<file path="src/rtl/adc_ctrl_pkg.sv">
// adc_ctrl_pkg
//   Shared definitions for the ADC capture controller:
//   - ctrl_state_t : sequencer states
//   - sample_t     : packed {Q,I} sample at the default component width
//   - idx_width()  : width of the in-frame sample index for a given frame length
package adc_ctrl_pkg;

  localparam int DEF_TWID = 16;

  typedef logic signed [2*DEF_TWID-1:0] sample_t;

  typedef enum logic [2:0] {
    IDLE    = 3'd0,
    SETTLE  = 3'd1,
    CAPTURE = 3'd2,
    DRAIN   = 3'd3,
    DONE    = 3'd4
  } ctrl_state_t;

  // Index must reach FRAME_LEN-1; a one-bit floor keeps degenerate sizes legal.
  function automatic int idx_width(input int frame_len);
    return (frame_len > 1) ? $clog2(frame_len) : 1;
  endfunction

endpackage

</file>
<file path="src/rtl/adc_ctrl_out_reg.sv">
// adc_ctrl_out_reg
//   Single-entry AXI-Stream output register. Loads one sample when told to,
//   holds data/last stable while the consumer stalls, and reports whether a
//   new sample may be written this cycle.
// Ports
//   clk, rst            clock; synchronous active-low reset
//   load                write load_data/load_last into the register
//   load_data/last      sample and end-of-frame flag to write
//   free                register empty or being emptied this cycle
//   m_tdata/tvalid/tlast/tready   AXIS master side
module adc_ctrl_out_reg #(
  parameter int SWID = 32
) (
  input  logic            clk,
  input  logic            rst,
  input  logic            load,
  input  logic [SWID-1:0] load_data,
  input  logic            load_last,
  output logic            free,
  output logic [SWID-1:0] m_tdata,
  output logic            m_tvalid,
  output logic            m_tlast,
  input  logic            m_tready
);
  import adc_ctrl_pkg::*;

  logic [SWID-1:0] data_reg;
  logic            valid_reg;
  logic            last_reg;

  // A write is safe when nothing is held or the held sample leaves this cycle.
  assign free = ~valid_reg | m_tready;

  always_ff @(posedge clk) begin
    if (!rst) begin
      data_reg  <= '0;
      valid_reg <= 1'b0;
      last_reg  <= 1'b0;
    end else if (load) begin
      data_reg  <= load_data;
      last_reg  <= load_last;
      valid_reg <= 1'b1;
    end else if (m_tready) begin
      valid_reg <= 1'b0;
      last_reg  <= 1'b0;
    end
  end

  assign m_tdata  = data_reg;
  assign m_tvalid = valid_reg;
  assign m_tlast  = last_reg;

endmodule

</file>
<file path="src/rtl/adc_capture_ctrl.sv">
// adc_capture_ctrl
//   Sequencer between a free-running, non-stallable ADC stream and the PFB.
//   Enables the ADC, discards SETTLE startup samples, frames the stream into
//   FRAME_LEN-sample frames with tlast, counts frames and flags sample loss.
// Ports
//   clk, rst                 clock; synchronous active-low reset
//   start, stop, num_frames  run control (num_frames==0: run until stop)
//   adc_en                   ADC enable, high in SETTLE and CAPTURE
//   s_tdata, s_tvalid        ADC sample stream (no back-pressure)
//   m_tdata/tvalid/tready/tlast   framed output stream
//   busy, done, overflow     status; done is a one-cycle end-of-run pulse
//   frame_cnt                frames fully accepted this run
module adc_capture_ctrl #(
  parameter int TWID      = 16,
  parameter int FRAME_LEN = 2048,
  parameter int SETTLE    = 4,
  parameter int NF_W      = 16
) (
  input  logic              clk,
  input  logic              rst,
  input  logic              start,
  input  logic              stop,
  input  logic [NF_W-1:0]   num_frames,
  output logic              adc_en,
  input  logic [2*TWID-1:0] s_tdata,
  input  logic              s_tvalid,
  output logic [2*TWID-1:0] m_tdata,
  output logic              m_tvalid,
  input  logic              m_tready,
  output logic              m_tlast,
  output logic              busy,
  output logic              done,
  output logic              overflow,
  output logic [NF_W-1:0]   frame_cnt
);
  import adc_ctrl_pkg::*;

  localparam int IDX_W = idx_width(FRAME_LEN);
  localparam int ST_W  = (SETTLE > 0) ? $clog2(SETTLE + 1) : 1;
  localparam logic [IDX_W-1:0] IDX_LAST = IDX_W'(FRAME_LEN - 1);
  localparam logic [ST_W-1:0]  ST_INIT  = ST_W'(SETTLE);

  // The SETTLE parameter shadows the package state of the same name, so the
  // state is always referenced with its package scope.
  ctrl_state_t state_reg, state_next;

  logic [NF_W-1:0]  nf_reg;
  logic [NF_W-1:0]  frame_cnt_reg;
  logic [IDX_W-1:0] idx_reg;
  logic [ST_W-1:0]  settle_reg;
  logic             stop_pend_reg;
  logic             overflow_reg;
  logic             adc_en_reg;
  logic             busy_reg;
  logic             done_reg;

  logic             out_free;
  logic             in_capture;
  logic             accept;
  logic             drop;
  logic             at_last;
  logic             frame_end;
  logic [NF_W-1:0]  frames_after;
  logic             quota_hit;
  logic             stop_now;

  assign in_capture   = (state_reg == CAPTURE);
  assign accept       = in_capture & s_tvalid & out_free;
  // The ADC cannot wait: a valid sample with the output register still
  // occupied is lost and ends the run.
  assign drop         = in_capture & s_tvalid & ~out_free;
  assign at_last      = (idx_reg == IDX_LAST);
  assign frame_end    = accept & at_last;
  assign frames_after = frame_cnt_reg + NF_W'(1);
  assign quota_hit    = (nf_reg != '0) && (frames_after == nf_reg);
  // A stop arriving on the very cycle a frame closes still ends the run there.
  assign stop_now     = stop_pend_reg | stop;

  always_comb begin
    state_next = state_reg;
    case (state_reg)
      IDLE: begin
        if (start)
          state_next = (SETTLE > 0) ? adc_ctrl_pkg::SETTLE : CAPTURE;
      end
      adc_ctrl_pkg::SETTLE: begin
        if (stop)
          state_next = DRAIN;
        else if (s_tvalid && settle_reg == ST_W'(1))
          state_next = CAPTURE;
      end
      CAPTURE: begin
        if (drop)
          state_next = DRAIN;
        else if (frame_end && (quota_hit || stop_now))
          state_next = DRAIN;
      end
      DRAIN: begin
        if (out_free)
          state_next = DONE;
      end
      DONE:    state_next = IDLE;
      default: state_next = IDLE;
    endcase
  end

  always_ff @(posedge clk) begin
    if (!rst) begin
      state_reg     <= IDLE;
      nf_reg        <= '0;
      frame_cnt_reg <= '0;
      idx_reg       <= '0;
      settle_reg    <= '0;
      stop_pend_reg <= 1'b0;
      overflow_reg  <= 1'b0;
      adc_en_reg    <= 1'b0;
      busy_reg      <= 1'b0;
      done_reg      <= 1'b0;
    end else begin
      state_reg  <= state_next;
      // Status outputs are decoded from the next state so they line up with
      // the state register without a combinational path to the ports.
      adc_en_reg <= (state_next == adc_ctrl_pkg::SETTLE) || (state_next == CAPTURE);
      busy_reg   <= (state_next != IDLE);
      done_reg   <= (state_next == DONE);

      case (state_reg)
        IDLE: begin
          if (start) begin
            nf_reg        <= num_frames;
            overflow_reg  <= 1'b0;
            frame_cnt_reg <= '0;
            idx_reg       <= '0;
            stop_pend_reg <= 1'b0;
            settle_reg    <= ST_INIT;
          end
        end
        adc_ctrl_pkg::SETTLE: begin
          if (s_tvalid && settle_reg != '0)
            settle_reg <= settle_reg - ST_W'(1);
          if (stop)
            stop_pend_reg <= 1'b1;
        end
        CAPTURE: begin
          if (stop)
            stop_pend_reg <= 1'b1;
          if (drop)
            overflow_reg <= 1'b1;
          if (accept) begin
            if (at_last) begin
              idx_reg       <= '0;
              frame_cnt_reg <= frames_after;
            end else begin
              idx_reg <= idx_reg + IDX_W'(1);
            end
          end
        end
        default: ;
      endcase
    end
  end

  adc_ctrl_out_reg #(
    .SWID(2*TWID)
  ) u_out_reg (
    .clk       (clk),
    .rst       (rst),
    .load      (accept),
    .load_data (s_tdata),
    .load_last (at_last),
    .free      (out_free),
    .m_tdata   (m_tdata),
    .m_tvalid  (m_tvalid),
    .m_tlast   (m_tlast),
    .m_tready  (m_tready)
  );

  assign adc_en    = adc_en_reg;
  assign busy      = busy_reg;
  assign done      = done_reg;
  assign overflow  = overflow_reg;
  assign frame_cnt = frame_cnt_reg;

endmodule

</file>
<file path="config.mk">
export PLATFORM = sky130hd
export DESIGN_NAME = adc_capture_ctrl
export DESIGN_NICKNAME = d
export VERILOG_FILES = /design/src/rtl/adc_ctrl_pkg.sv /design/src/rtl/adc_ctrl_out_reg.sv /design/src/rtl/adc_capture_ctrl.sv
export SDC_FILE = /design/constraint.sdc
export NUM_CORES = 1
export LEC_CHECK = 0
export ABC_AREA = 1
export CAP_MARGIN = 20
export CORE_ASPECT_RATIO = 1.2
export CORE_UTILIZATION = 40
export DETAILED_ROUTE_END_ITERATION = 8
export PLACE_DENSITY_LB_ADDON = 0.15
export SYNTH_ARGS = -nofsm -noshare
export SYNTH_HDL_FRONTEND = slang
export SYNTH_SLANG_ARGS = --single-unit
</file>
<file path="constraint.sdc">
create_clock -name clk -period 5.35 [get_ports clk]
set_input_delay 1.3375 -clock clk [delete_from_list [all_inputs] [get_ports clk]]
set_output_delay 1.3375 -clock clk [all_outputs]
set_load 0.02 [all_outputs]
</file>
* Word level (Yosys, flattened, before mapping) *
Cells that the tools add are included.

word-level totals
  flip-flop bits (word level) = 88
  input port bits = 54
  word-level logic and storage cells = 86

cells by class
  eq/ne operators = 15
  mux-type cells = 26
  add/subtract/negate cells = 3
  reduce and logical (&&, ||, !) cells = 21
  bitwise logic cells = 8

operator list
  operator                 number
  $mux W16                 3
  $mux W11                 3
  $pmux W16 S2             1
  $mux W3                  8
  $pmux W11 S2             1
  $add A16 B1 Y16 const B  1
  $eq A16 B16 Y1           1
  $reduce_bool A16 Y1      1
  $pmux W3 S4              1
  $reduce_and A3 Y1        4
  $add A11 B1 Y11 const B  1
  $eq A11 B11 Y1 const B   1
  $eq A3 B1 Y1 const B     3
  $eq A3 B2 Y1 const B     3
  $ne A2 B1 Y1 const B     4
  $reduce_bool A2 Y1       4
  $mux W1                  6
  $pmux W3 S2              1
  $reduce_bool A3 Y1       2
  $and A1 B1 Y1            4
  $logic_and A1 B1 Y1      4
  $ne A2 B2 Y1 const B     2
  $pmux W1 S2              2
  $reduce_and A4 Y1        1
  other kinds (8)          11

* Logic depth before layout (Yosys ltp) *
  depth in word-level cells = 10
  depth in mapped cells = 17
  depth with buffers taken out = 17

* By module *
A second synthesis with hierarchy kept.

second synthesis, totals
  cell total of the unflattened synthesis = 574
  area, all modules = 4214.0 µm²

by module, submodules not included
  module            cells an instance  seq. area each (µm²)  instances  area each (µm²)
  adc_capture_ctrl  426                1081.0                1          3010.4
  adc_ctrl_out_reg  148                680.7                 1          1203.7

* Worst setup path before layout *
Ideal clock, no wire load.

  path type = input -> register
  from = input port m_tready
  to = register frame_cnt_reg[8], in the netlist frame_cnt[8]
  stages on the path = 10
  slack = 2.874 ns
  required time = 5.258 ns
  library setup time = 0.092 ns
  arrival = 2.383 ns
  buffers on the path = 2
  cell sequence = inv_1 -> nand2_1 -> inv_1 -> nor2_8 -> inv_4 -> nand2_8 -> nand2_1 -> buf_6 -> buf_6 -> o32ai_1

between the ends
  word-level cells in the longest chain between the ends = 4

ends and longest elaborated chain
  item                                RTL line                 RTL
  from (decl)                         adc_capture_ctrl.sv:29   input logic m_tready,
  $or A1 B1 Y1                        adc_ctrl_out_reg.sv:32   assign free = ~valid_reg | m_tready;
  $and A1 B1 Y1                       adc_capture_ctrl.sv:68   assign accept = in_capture & s_tvalid & out_free;
  $ne A2 B1 Y1 (no source line)       n/a
  $reduce_and A4 Y1 (no source line)  n/a
  to (signal assigned)                adc_capture_ctrl.sv:152  frame_cnt_reg <= frames_after;
  to (decl)                           adc_capture_ctrl.sv:48   logic [NF_W-1:0] frame_cnt_reg;

Every way passes these cells.
A chain may end at the register's enable or synchronous reset.

* Worst setup path after layout *
  from = input port m_tready
  to = register frame_cnt_reg[15], in the netlist frame_cnt[15]

Same word-level chain as after synthesis.

==> flow_summary.yaml <==
status:
  outcome: "finished clean"
cells_and_area:
  final_nets: 762
  area_delta_synth_final_pct: 33.5
  nFillCells: 1010
  diodes: 0
  final_cell_mix: "111 x nand2_1, 111 x nor2_1, 107 x clkdlybuf4s50_1"
  drive_gt1_share_pct: 7.06
  largest_reg_flops: 32
  post-route-util_pct: 55.9
pwr:
  combPwrFrac_pct: 17.9
  p_clk_share_pct: 37.6
  p_leak_nw: 2.34
  ir_drop_mv: 0.152
  finalPower_mw: 1.63
  pwr-share-seq_pct: 44.5
  p_sw_mw: 0.486
  p_int_mw: 1.15
  cellPowerDensity_nw_per_um2: 287
  p_sw_share_pct: 29.7
logic_synthesis:
  yosysSeqAreaShare_pct: 41.4
  synth_area_um2: 4260
  synthDistinctLibCells: 38
  yosysTopAreaCell: "dfxtp_1"
  syn_avg_cell_area_um2: 7.04
  syn_nets: 664
  syn_inst: 605
  synth-seq-cells: 88
  ys.flop_type: "dfxtp_1"
  yosysTopAreaCellShare_pct: 41.4
  ys_async_sr_fraction_pct: 0
  yosys_warnings: 0
  synth_edf_count: 0
  synthTopCellsByArea: "dfxtp_1 41%, nand2_1 9.8%, nor2_1 9.8%"
clock_network:
  clk-insertion-delay-late_ps: 340
  max-clock-path-buffers: 2
  postCtsSetupBuffers: 0
  ctsResizeCount: 0
  cts_tree: "yes"
  htreeDepth: 3
  clk_pin_slew_ps: 70
  cts.sinks: 88
  cts_buffers: 9
  clock-root-buffer: "clkbuf_16"
  hold_buffers: 0
placement:
  io_buffers: 107
  dp_hpwl_um: 8140
  place_ws_ps: 1280
  place.gp.congestion: 0.914
routing:
  wl_per_cell_um: 13.5
  totalWireLength_um: 11300
  drcViolationCount: 0
  via_per_inst: 5.06
  dr.pass1.iters: 4
  vias: 4222
  ant_nets: 0
  drtIter0Drc: 198
run:
  maxCapViolations: 0
sta:
  finalCritPeriodShare_pct: 69.8
  maxSlewViolCount: 0
  finalSetupTns_ps: 0
  fmax_mhz: 268
  worst_clock_skew_ps: 7.49
  worst_slack_ps: 1620
  slew_headroom_pct: 43.4
  setup_viol_count_final: 0
  hold_ws_ps: 462
  rsz0062_at_grt: "no"
  min_period_ps: 3730
  hold_violations: 0
  tightest_slew_ps: 847
global_route:
  grt-ovfl-total: 0
  grt_pass1_vias: 4076
  gr-usage-all-layers_pct: 21.7
  grt_max_degree: 49
  grt_pass1_wl_um: 18600
  antenna_found_initial: 0
floorplanning:
  rows: 40
  die_y_um: 115
  fp.dieArea_um2: 11100
  initial_core_util_pct: 41.9
  io_pins: 108
  core_area_um2: 10200
  die_x_um: 96.2
critical_path:
  crit_path_max_fanout: 35
  r2r_end: "frame_cnt[15]"
  required_ps: 5550
  arrival_ps: 3930
  rrSetupSlack_ps: 2500
  crit_path_start_kind: "input pin"
  r2r-start: "state_reg[2]"
  path_class: "input pin to register"
  cp-end-kind: "register"
  r2r_cells: 12
worst_hold_path:
  hold_depth: 2
  hp-start: "stop_pend_reg"
  whs_endpoint: "stop_pend_reg"
  hold_class: "register to register"
cell families after synthesis:
kind of cell	count (synthesis)	synth area share, %
xor gates and xnor gates	7	1.94
buffers and inverters	92	8.61
adders and majority gates	5	1.47
and+or+nand+nor	298	31.8
DFF	88	41.4
AOI/OAI and AO/OA	115	14.8
area by class of cell:
type | instances | area [um2] | area share [%]
Multi-Input combinational cell | 425 | 2130 | 37.5
Sequential cell | 88 | 1760 | 31.0
Timing Repair Buffer | 108 | 1080 | 19.0
Inverter | 71 | 269 | 4.73
Clock buffer | 9 | 225 | 3.96
Tap cell | 126 | 158 | 2.77
Clock inverter | 7 | 61.3 | 1.08
synth_stat cells (all sizes together), types with 7 or more instances:
cell type and count:
dfxtp 88, inv 70, clkbuf 14, o21ai 59, nor2 121, a211oi 7
buf 7, nor3 9, nand3 38, a21oi 39, nand2 119, nand4 10
layer usage:
layer / vias up / wire length [um] / GRT usage, %
met5: - / 0 / 0
met1: 1933 / 4840 / 25.9
li1: 2153 / - / -
met4: 0 / 272 / 9.55
met3: 20 / 720 / 6.02
met2: 116 / 5430 / 35.9
power by group through the flow:
| stage | sequential, mW | combinational [mW] | clock, mW |
|---|---|---|---|
| floorplan | 0.759 | 0.157 | 0 |
| global placement | 0.741 | 0.287 | 0 |
| detailed placement | 0.742 | 0.292 | 0 |
| CTS | 0.727 | 0.294 | 0.629 |
| global route | 0.732 | 0.325 | 0.653 |
| finish | 0.727 | 0.292 | 0.614 |
critical path, cell delays in order:
cell and delay, ps:
clkdlybuf4s50_1 450, inv_1 50, nand2_1 110, inv_1 130, nor2_8 360, inv_4 250
nand2_8 150, nand2_1 440, inv_1 370, o21ai_0 130, o21ai_0 90, nor2_1 50
worst max path at each step:
stage	startpoint	to	slack, ps
4_1_cts	m_tready	frame_cnt[15]	1610
5_1_grt	m_tready	frame_cnt[15]	1380
3_3_place_gp	m_tready	frame_cnt[15]	1410
6_report	m_tready	frame_cnt[15]	1620
3_5_place_dp	m_tready	frame_cnt[15]	1280
2_1_floorplan	m_tready	frame_cnt[8]	2870
through the flow:
step                cells  area (um2)
global placement      818        5400
detailed placement    818        5400
floorplan             605        4260
global route          834        5680
CTS                   834        5680
finish                834        5680
(Power assumes the default switching activity.)
